==> config.mk <==
export PLATFORM = sky130hd
export DESIGN_NAME = seg7_scan_driver
export DESIGN_NICKNAME = d
export VERILOG_FILES = /design/src/rtl/seg7_scan_driver.sv
export SDC_FILE = /design/constraint.sdc
export NUM_CORES = 1
export LEC_CHECK = 0
export ABC_AREA = 0
export CELL_PAD_IN_SITES_DETAIL_PLACEMENT = 0
export CELL_PAD_IN_SITES_GLOBAL_PLACEMENT = 2
export CORE_MARGIN = 10
export CORE_UTILIZATION = 39
export DETAILED_ROUTE_END_ITERATION = 7
export PLACE_DENSITY = 0.94
export SLEW_MARGIN = 5
export SYNTH_ARGS = -nofsm -noshare
export SYNTH_HDL_FRONTEND = slang
export SYNTH_SLANG_ARGS = --single-unit
==> constraint.sdc <==
create_clock -name clk -period 6.95 [get_ports clk]
set_input_delay 1.0425 -clock clk [delete_from_list [all_inputs] [get_ports clk]]
set_output_delay 1.0425 -clock clk [all_outputs]
set_load 0.005 [all_outputs]
==> src/rtl/seg7_scan_driver.sv <==
// seg7_scan_driver
// Multiplexed N-digit 7-segment scan driver. It provides hex decode, decimal points,
// per-digit enable, leading-zero blanking, PWM brightness and a blank guard at the start
// of every digit slot. Display data is double-buffered: a load fills the pending buffer,
// and the active buffer changes only at a frame boundary, so a frame is never shown half
// old and half new. The outputs are registered, one clock behind the scan state.
module seg7_scan_driver #(
   parameter int NUM_DIGITS     = 8,
   parameter int REFRESH_DIV    = 100000,
   parameter int BLANK_CYCLES   = 16,
   parameter int BRIGHT_W       = 4,
   parameter bit SEL_ACTIVE_LOW = 1'b1,
   parameter bit SEG_ACTIVE_LOW = 1'b0
) (
   input  logic                    clk,
   input  logic                    reset_n,
   input  logic                    load,
   input  logic [4*NUM_DIGITS-1:0] digits,
   input  logic [NUM_DIGITS-1:0]   dp,
   input  logic [NUM_DIGITS-1:0]   digit_en,
   input  logic                    lz_en,
   input  logic [BRIGHT_W-1:0]     brightness,
   output logic [NUM_DIGITS-1:0]   digit_sel,
   output logic [6:0]              seg,
   output logic                    seg_dp,
   output logic                    frame_tick
);

   localparam int PW = (REFRESH_DIV > 1) ? $clog2(REFRESH_DIV) : 1;
   localparam int IW = $clog2(NUM_DIGITS);
   localparam logic [PW-1:0] PRE_LAST  = PW'(REFRESH_DIV - 1);
   localparam logic [PW-1:0] PRE_BLANK = PW'(BLANK_CYCLES);
   localparam logic [IW-1:0] IDX_LAST  = IW'(NUM_DIGITS - 1);

   // Pin levels that correspond to "off" for each output group
   localparam logic [NUM_DIGITS-1:0] SEL_OFF = {NUM_DIGITS{SEL_ACTIVE_LOW}};
   localparam logic [6:0]            SEG_OFF = {7{SEG_ACTIVE_LOW}};
   localparam logic                  DP_OFF  = SEG_ACTIVE_LOW;

   // One complete set of display settings; pending and active share this layout
   typedef struct packed {
      logic [4*NUM_DIGITS-1:0] dig;
      logic [NUM_DIGITS-1:0]   dp;
      logic [NUM_DIGITS-1:0]   en;
      logic                    lz;
      logic [BRIGHT_W-1:0]     br;
   } disp_buf_t;

   disp_buf_t             in_buf, pend_q, pend_d, act_q, act_d;
   logic                  pv_q, pv_d;
   logic [PW-1:0]         pre_q, pre_d;
   logic [IW-1:0]         idx_q, idx_d;
   logic [BRIGHT_W-1:0]   pwm_q, pwm_d;
   logic [NUM_DIGITS-1:0] sel_q, sel_d;
   logic [6:0]            seg_q, seg_d;
   logic                  dp_q, dp_d;

   logic [3:0]            cur_nib;
   logic                  cur_en, cur_dp, cur_blank;
   logic [NUM_DIGITS-1:0] blank_vec, onehot;
   logic                  above_zero, lit;
   logic [6:0]            seg_on;
   logic                  dp_on;

   // Hex-to-segment decode, active-high, bit 0 = a .. bit 6 = g
   function automatic logic [6:0] hex7(input logic [3:0] n);
      case (n)
         4'h0:    hex7 = 7'h3F;
         4'h1:    hex7 = 7'h06;
         4'h2:    hex7 = 7'h5B;
         4'h3:    hex7 = 7'h4F;
         4'h4:    hex7 = 7'h66;
         4'h5:    hex7 = 7'h6D;
         4'h6:    hex7 = 7'h7D;
         4'h7:    hex7 = 7'h07;
         4'h8:    hex7 = 7'h7F;
         4'h9:    hex7 = 7'h6F;
         4'hA:    hex7 = 7'h77;
         4'hB:    hex7 = 7'h7C;
         4'hC:    hex7 = 7'h39;
         4'hD:    hex7 = 7'h5E;
         4'hE:    hex7 = 7'h79;
         default: hex7 = 7'h71;
      endcase
   endfunction

   assign in_buf     = {digits, dp, digit_en, lz_en, brightness};
   assign frame_tick = (pre_q == PRE_LAST) && (idx_q == IDX_LAST);
   assign pwm_d      = pwm_q + 1'b1;

   // Slot prescaler and scan index; the index advances when the prescaler wraps
   always_comb begin
      pre_d = pre_q + 1'b1;
      idx_d = idx_q;
      if (pre_q == PRE_LAST) begin
         pre_d = '0;
         idx_d = (idx_q == IDX_LAST) ? '0 : idx_q + 1'b1;
      end
   end

   // Double buffer: a load that coincides with the frame boundary goes straight to active
   always_comb begin
      pend_d = pend_q;
      act_d  = act_q;
      pv_d   = pv_q;
      if (load && frame_tick) begin
         act_d = in_buf;
         pv_d  = 1'b0;
      end else begin
         if (frame_tick && pv_q) begin
            act_d = pend_q;
            pv_d  = 1'b0;
         end
         if (load) begin
            pend_d = in_buf;
            pv_d   = 1'b1;
         end
      end
   end

   // Leading-zero mask: a digit blanks when it and every digit above it are zero or disabled
   always_comb begin
      above_zero = 1'b1;
      blank_vec  = '0;
      for (int i = NUM_DIGITS - 1; i >= 1; i--) begin
         above_zero   = above_zero & ~(act_q.en[i] & (|act_q.dig[4*i +: 4]));
         blank_vec[i] = above_zero;
      end
   end

   // Select the settings of the digit under scan
   always_comb begin
      cur_nib   = 4'h0;
      cur_en    = 1'b0;
      cur_dp    = 1'b0;
      cur_blank = 1'b0;
      onehot    = '0;
      for (int i = 0; i < NUM_DIGITS; i++) begin
         if (idx_q == IW'(i)) begin
            cur_nib   = act_q.dig[4*i +: 4];
            cur_en    = act_q.en[i];
            cur_dp    = act_q.dp[i];
            cur_blank = blank_vec[i];
            onehot[i] = 1'b1;
         end
      end
   end

   // Output next-state: segments are driven only while the digit is lit, so they
   // change in the same cycle as digit_sel
   always_comb begin
      lit    = (pre_q >= PRE_BLANK) && cur_en && (pwm_q < act_q.br);
      seg_on = 7'h00;
      dp_on  = 1'b0;
      if (lit) begin
         seg_on = (act_q.lz && cur_blank) ? 7'h00 : hex7(cur_nib);
         dp_on  = cur_dp;
      end
      sel_d = lit ? (onehot ^ SEL_OFF) : SEL_OFF;
      seg_d = seg_on ^ SEG_OFF;
      dp_d  = dp_on ^ DP_OFF;
   end

   // State and output registers; the async reset darkens the pins immediately
   always_ff @(posedge clk or negedge reset_n) begin
      if (!reset_n) begin
         pre_q  <= '0;
         idx_q  <= '0;
         pwm_q  <= '0;
         pend_q <= '0;
         act_q  <= '0;
         pv_q   <= 1'b0;
         sel_q  <= SEL_OFF;
         seg_q  <= SEG_OFF;
         dp_q   <= DP_OFF;
      end else begin
         pre_q  <= pre_d;
         idx_q  <= idx_d;
         pwm_q  <= pwm_d;
         pend_q <= pend_d;
         act_q  <= act_d;
         pv_q   <= pv_d;
         sel_q  <= sel_d;
         seg_q  <= seg_d;
         dp_q   <= dp_d;
      end
   end

   assign digit_sel = sel_q;
   assign seg       = seg_q;
   assign seg_dp    = dp_q;

endmodule
==> out/qor.csv, run 1 <==
stage;metric;value;unit
global_route;grt.total_usage;0.148;
logic_synthesis;synth_seq_area_share;0.507;
layout;finalNetCount;863;
route;detailroute.via_count;5536;
floorplanning;io_pins;73;
logic_synthesis;synth_fa_ha_area_frac;0.0292;
worst_setup_path;cp-start-kind;register;
worst_setup_path;critical-path-top-delay-family;buffers and inverters;
floorplanning;die_h;157;um
worst_setup_path;slowest_stage;dfrtp_1;
logic_synthesis;avgSynthCellArea;9.87;sq um
logic_synthesis;synth_nets;810;
timing;setup_tns;0;ns
logic_synthesis;syn-instance-count;737;
worst_setup_path;path_cells;ha_1 > inv_1 > nor4_4 > clkdlybuf4s50_1;
worst_setup_path;worstSetupPathType;reg -> out;
layout;syn2layout_area_growth;19.8;%
route;viasPerCell;5.36;
run;max_cap_viol_count;0;
cts;clk_latency;0.43;ns
timing;hold_viol;0;
logic_synthesis;synth_top_cell_by_area;dfrtp_1;
worst_setup_path;path_depth;4;
logic_synthesis;synth_compound_area_frac;0.159;
cts;clock_path_buffers;2;
logic_synthesis;synth_mux_area_frac;0.0864;
worst_setup_path;r2r_cells;6;
worst_setup_path;path_buf_inv;2;
worst_setup_path;slowest_delay;0.82;ns
worst_setup_path;cp_max_fo;23;
timing;slew_headroom;0.383;
cts;cts_sinks;147;
route;drtAntennaViolNets;0;
layout;antenna-diode-count;0;
worst_setup_path;worst_setup_path_end_kind;output port;
logic_synthesis;synth-edff-count;0;
cts;post_cts_resize_count;0;
logic_synthesis;yosys.area.top_type_share;0.478;
timing;rsz0062_at_grt;no;
cts;hold_buffers;0;
cts;clk_pin_slew;0.06;ns
timing;setup_viol;0;
place;post-place-cells;1000;
worst_setup_path;endpoint;frame_tick;
logic_synthesis;synthTopCellsByArea;dfrtp_1 48%, mux2_1 7.7%, a21oi_1 4.7%;
timing;whs;0.482;ns
global_route;grt_max_degree;99;
cts;cts_tree;done;
timing;worst_pin_slew;0.921;ns
route;wl_per_cell;17.1;um
logic_synthesis;synth-seq-cells;147;
logic_synthesis;synthArstFlopShare;1.00;
worst_setup_path;r2r_end;pend_q[4];
cts;cts-root-buf;clkbuf_16;
worst_setup_path;arrival;3.50;ns
outcome;status;completed;
logic_synthesis;synth_top_family_by_area;compound AO/OA/AOI/OAI gates;
place;dpl_cell_area;8090;sq um
global_route;grt_overflow_total;0;
cts;h-tree-depth;4;
cts;cts_buffers;17;
worst_setup_path;reg2reg_slack;2.89;ns
timing;clock_skew;0.00987;ns
place;io_buffers;72;
worst_setup_path;reg2reg_from;idx_q[2];
pwr;power.density;228;nW/um^2
logic_synthesis;yosysWarningCount;0;
timing;drv_slew;0;
layout;fillers;1676;
worst_setup_path;crit_required;5.91;ns
route;drt_first_iter_violations;440;
route;dr.pass1.iters;5;
timing;fmax;220;MHz
logic_synthesis;synth_area;7270;sq um
route;wl;17700;um
logic_synthesis;yosys.area_share.simple;0.131;
layout;drive_above_1_share;0.0884;
global_route;grt_pass1_vias;5620;
global_route;antenna_found_initial;0;
floorplanning;num_rows;49;
cts;cts_setup_buffers;0;
floorplanning;die-area;24500;sq um
logic_synthesis;ys.flop_type;dfrtp_1;
logic_synthesis;ys_types;65;
layout;fin_cells;1032;
floorplanning;core_area;18100;sq um
worst_setup_path;critPathLaunch;idx_q[2];
pwr;p_leak;0.00388;uW
timing;period_share;0.653;
place;gp_congestion;0.957;
global_route;grt_pass1_wl;29200;um
logic_synthesis;synth_xor_area_frac;0.0193;
layout;fin_area;8710;sq um
timing;period_needed;4.54;ns
route;drc;0;
place;dp_hpwl;12500;um
floorplanning;die_w;157;um
pwr;ir_drop;161;uV
hold_path;hp-class;reg -> reg;
floorplanning;start_util;0.401;
[synth_stat cells (15+ instances only)]
library cell and count:
nand3_1 59, o21ai_0 62, inv_1 64, o22ai_1 18, a21oi_1 68, nand2_1 29
buf_2 15, clkbuf_1 16, mux2_1 50, ha_1 17, nor2_1 75, dfrtp_1 139
[worst min path at each step]
stage                           from          to  slack (ns)  depth (start not counted)
after floorplan             pwm_q[0]    pwm_q[0]        0.44                          1
after global placement      pwm_q[0]    pwm_q[0]        0.46                          1
after detailed placement    pre_q[0]    pre_q[0]        0.47                          1
after CTS                   pwm_q[3]    pwm_q[3]        0.48                          1
after global routing      pend_q[28]  pend_q[28]        0.50                          1
final                       pwm_q[3]    pwm_q[3]        0.48                          1
[power by group]
group	total [uW]	switching [uW]	internal (uW)
Sequential	903	15.6	887
Clock	953	358	595
Combinational	129	65.7	63.0
[sequential cells by signal (all words and copies together) (netlist names)]
register,cells
digit_sel,8
act_q,53
seg,7
pre_q,17
pwm_q,4
pv_q,1
idx_q,3
pend_q,53
seg_dp,1
[layer usage]
layer	up-vias	GRT usage	wire length [um]	share of wire
met5	-	0	0	0
met4	0	0.0396	178	0.010
met3	12	0.0376	893	0.051
met2	124	0.247	8660	0.49
met1	2725	0.186	7950	0.45
li1	2675	-	-	-
[final cells by class]
| cell class | count | area (sq um) | area share |
|---|---|---|---|
| multi-input combinational | 480 | 3100 | 0.356 |
| clock buffer | 21 | 470 | 0.0540 |
| clock inverter | 11 | 151 | 0.0174 |
| sequential | 147 | 3690 | 0.423 |
| inverter | 66 | 248 | 0.0284 |
| timing repair buffer | 78 | 767 | 0.0880 |
| tap | 229 | 287 | 0.0329 |
[placed cells by master (no fill, tap or decap), drive strengths merged, types with 4 or more instances in the layout]
cell type      netlist  layout
o21ai               65      65
a21oi               69      69
a221oi               9       9
nand2               29      29
dfstp                8       8
mux2                54      54
or3                  4       4
clkinvlp             0       4
xnor2                9       9
dfrtp              139     139
buf                 28       7
nor3                 4       4
xor2                 7       7
clkdlybuf4s50        0      71
a211oi               4       4
o41ai                7       7
ha                  17      17
nand4                5       5
o22ai               18      18
nand3               59      59
nor2                76      76
clkbuf              16      21
inv                 65      67
[through the flow]
step / total power, uW / utilization / worst slack [ns]
after floorplan: 980 / - / 4.32
after global placement: 1040 / 0.446 / 2.96
after detailed placement: 1050 / 0.446 / 2.87
after CTS: 2010 / 0.480 / 2.41
after global routing: 2060 / 0.480 / 2.22
final: 1980 / 0.480 / 2.41
[kinds of logic after synthesis]
group           after synthesis
simple gates                199
compound gates              192
flops                       147
buf+inv                     110
mux                          56
fa+ha+maj                    17
xor+xnor                     16
No activity file was read; power rests on OpenSTA's default activity.
==> run 2: changes to the inputs <==
--- a/config.mk
+++ b/config.mk
@@ -9,9 +9,9 @@
 export CELL_PAD_IN_SITES_DETAIL_PLACEMENT = 0
 export CELL_PAD_IN_SITES_GLOBAL_PLACEMENT = 2
 export CORE_MARGIN = 10
-export CORE_UTILIZATION = 39
+export CORE_UTILIZATION = 33
 export DETAILED_ROUTE_END_ITERATION = 7
-export PLACE_DENSITY = 0.94
+export PLACE_DENSITY = 0.86
 export SLEW_MARGIN = 5
 export SYNTH_ARGS = -nofsm -noshare
 export SYNTH_HDL_FRONTEND = slang
==> constraint.sdc (replaced) <==
create_clock -name clk -period 4.16 [get_ports clk]
set_input_delay 0.624 -clock clk [delete_from_list [all_inputs] [get_ports clk]]
set_output_delay 0.624 -clock clk [all_outputs]
set_load 0.005 [all_outputs]
==> out/qor.csv, run 2 (synthesis gave the netlist of run 1 again) <==
stage;metric;value;unit;change
route;detailroute.via_count;5476;;-1.1%
worst_setup_path;arrival;3.02;ns;-0.48 ns
floorplanning;die-area;28400;sq um;+16%
floorplanning;core_area;21800;sq um;+20%
global_route;antenna_found_initial;0;;unchanged
cts;clock_path_buffers;2;;unchanged
layout;final_cell_mix;139 x dfrtp_1, 75 x nor2_1, 71 x clkdlybuf4s50_1, 68 x a21oi_1, 64 x inv_1;;
global_route;grt_max_degree;90;;-9.1%
pwr;p_leak;0.00389;uW;+0.37%
route;viasPerCell;5.04;;-6.0%
cts;cts_buffers;17;;unchanged
floorplanning;start_util;0.334;;-0.0665
timing;period_needed;3.64;ns;
cts;clk_pin_slew;0.06;ns;about the same
worst_setup_path;r2r_cells;11;;+5
timing;hold_viol;0;;unchanged
cts;post_cts_resize_count;0;;unchanged
timing;rsz0062_at_grt;no;;
timing;drv_slew;0;;unchanged
route;wl_per_cell;16.9;um;-1.1%
layout;fin_cells;1086;;+5.2%
place;gp_congestion;0.858;;-10%
layout;antenna-diode-count;0;;unchanged
pwr;power.density;370;nW/um^2;+62%
cts;cts_sinks;147;;unchanged
timing;period_share;0.876;;
run;max_cap_viol_count;0;;unchanged
cts;cts-root-buf;clkbuf_16;;
floorplanning;die_w;168;um;+7.6%
layout;finalNetCount;866;;+0.35%
place;io_buffers;72;;unchanged
global_route;grt.total_usage;0.130;;-0.0173
worst_setup_path;worstSetupPathType;reg -> out;;
cts;cts_setup_buffers;0;;unchanged
pwr;ir_drop;182;uV;+13%
timing;fmax;274;MHz;
global_route;grt_overflow_total;0;;unchanged
global_route;grt_pass1_vias;5537;;-1.5%
timing;setup_viol;0;;unchanged
route;drc;0;;unchanged
layout;final_common_cell;dfrtp_1;;
floorplanning;num_rows;54;;+10%
cts;hold_buffers;0;;unchanged
place;dp_hpwl;13000;um;+4.5%
timing;slew_headroom;0.308;;-0.0744
cts;clk_latency;0.43;ns;about the same
route;drtAntennaViolNets;0;;unchanged
outcome;status;completed;;
timing;worst_pin_slew;1.03;ns;+0.111 ns
global_route;grt_pass1_wl;30100;um;+3.2%
timing;clock_skew;0.0124;ns;+0.00252 ns
hold_path;hp-class;in -> async;;
place;post-place-cells;1054;;+5.4%
timing;setup_tns;0;ns;unchanged
layout;drive_above_1_share;0.0893;;+0.000912
worst_setup_path;cp_max_fo;13;;-43%
worst_setup_path;cp-start-kind;register;;
worst_setup_path;worst_setup_path_end_kind;output port;;
floorplanning;die_h;168;um;+7.6%
route;drt_first_iter_violations;412;;-6.4%
cts;h-tree-depth;4;;unchanged
route;dr.pass1.iters;5;;unchanged
route;wl;18400;um;+4.0%
layout;largest_registers;act_q: 53 flops, pend_q: 53 flops, pre_q: 17 flops;;
cts;cts_tree;done;;
layout;fillers;2184;;+30%
floorplanning;io_pins;73;;unchanged
worst_setup_path;crit_required;3.54;ns;-2.37 ns
layout;syn2layout_area_growth;20.9;%;
-- run 2: cell types whose count changed in the layout (fill, tap and decap cells not counted), sizes merged --
cell	previous run	this run
clkinvlp	4	2
clkinv	3	4
clkbuf	21	22
bufinv	3	2
buf	7	10
inv	67	68
-- run 2: critical path, stage by stage, from the launching register on --
cell	delay, ns
dfrtp_1	0.38
ha_1	0.21
ha_1	0.46
inv_1	0.32
nor4_4	0.60
clkdlybuf4s50_1	0.63
-- run 2: final cells by class --
| type | instances | area [sq um] | area share |
|---|---|---|---|
| Tap cell | 280 | 350 | 0.0399 |
| Inverter | 66 | 248 | 0.0282 |
| Timing Repair Buffer | 81 | 815 | 0.0927 |
| Sequential cell | 147 | 3690 | 0.420 |
| Multi-Input combinational cell | 480 | 3100 | 0.353 |
| Clock buffer | 22 | 464 | 0.0528 |
| Clock inverter | 10 | 124 | 0.0141 |
-- run 2: metrics by stage --
stage          utilization  power (uW)  instance area, sq um  hold slack [ns]  setup WS (ns)
6_report             0.404        3250                  8790            0.268          0.515
5_1_grt              0.404        3390                  8790            0.338          0.319
4_1_cts              0.404        3300                  8790            0.311          0.496
3_5_place_dp         0.377        1760                  8200            0.470          0.903
3_3_place_gp         0.377        1750                  8200            0.464          0.989
2_1_floorplan            -        1640                  7270            0.328           1.69
-- run 2: metal layers --
metal	vias up	wire length, um	GRT usage
li1	2695	-	-
met1	2660	8850	0.171
met2	105	8560	0.205
met3	16	765	0.0380
met4	0	225	0.0367
met5	-	0	0
-- run 2: worst paths after layout --
kind | from | to | slack [ns]
min in group clk | pwm_q[3] | pwm_q[3] | 0.48
max | idx_q[0] | frame_tick | 0.52
max in group asynchronous | reset_n | digit_sel[1] | 2.97
max reg2reg | idx_q[1] | seg[0] | 0.89
min reg2reg | pwm_q[3] | pwm_q[3] | 0.48
min | reset_n | pend_q[11] | 0.27
-- run 2: report_power, final --
| group | switching (uW) | internal (uW) |
|---|---|---|
| Combinational | 111 | 108 |
| Clock | 608 | 920 |
| Sequential | 23.5 | 1480 |
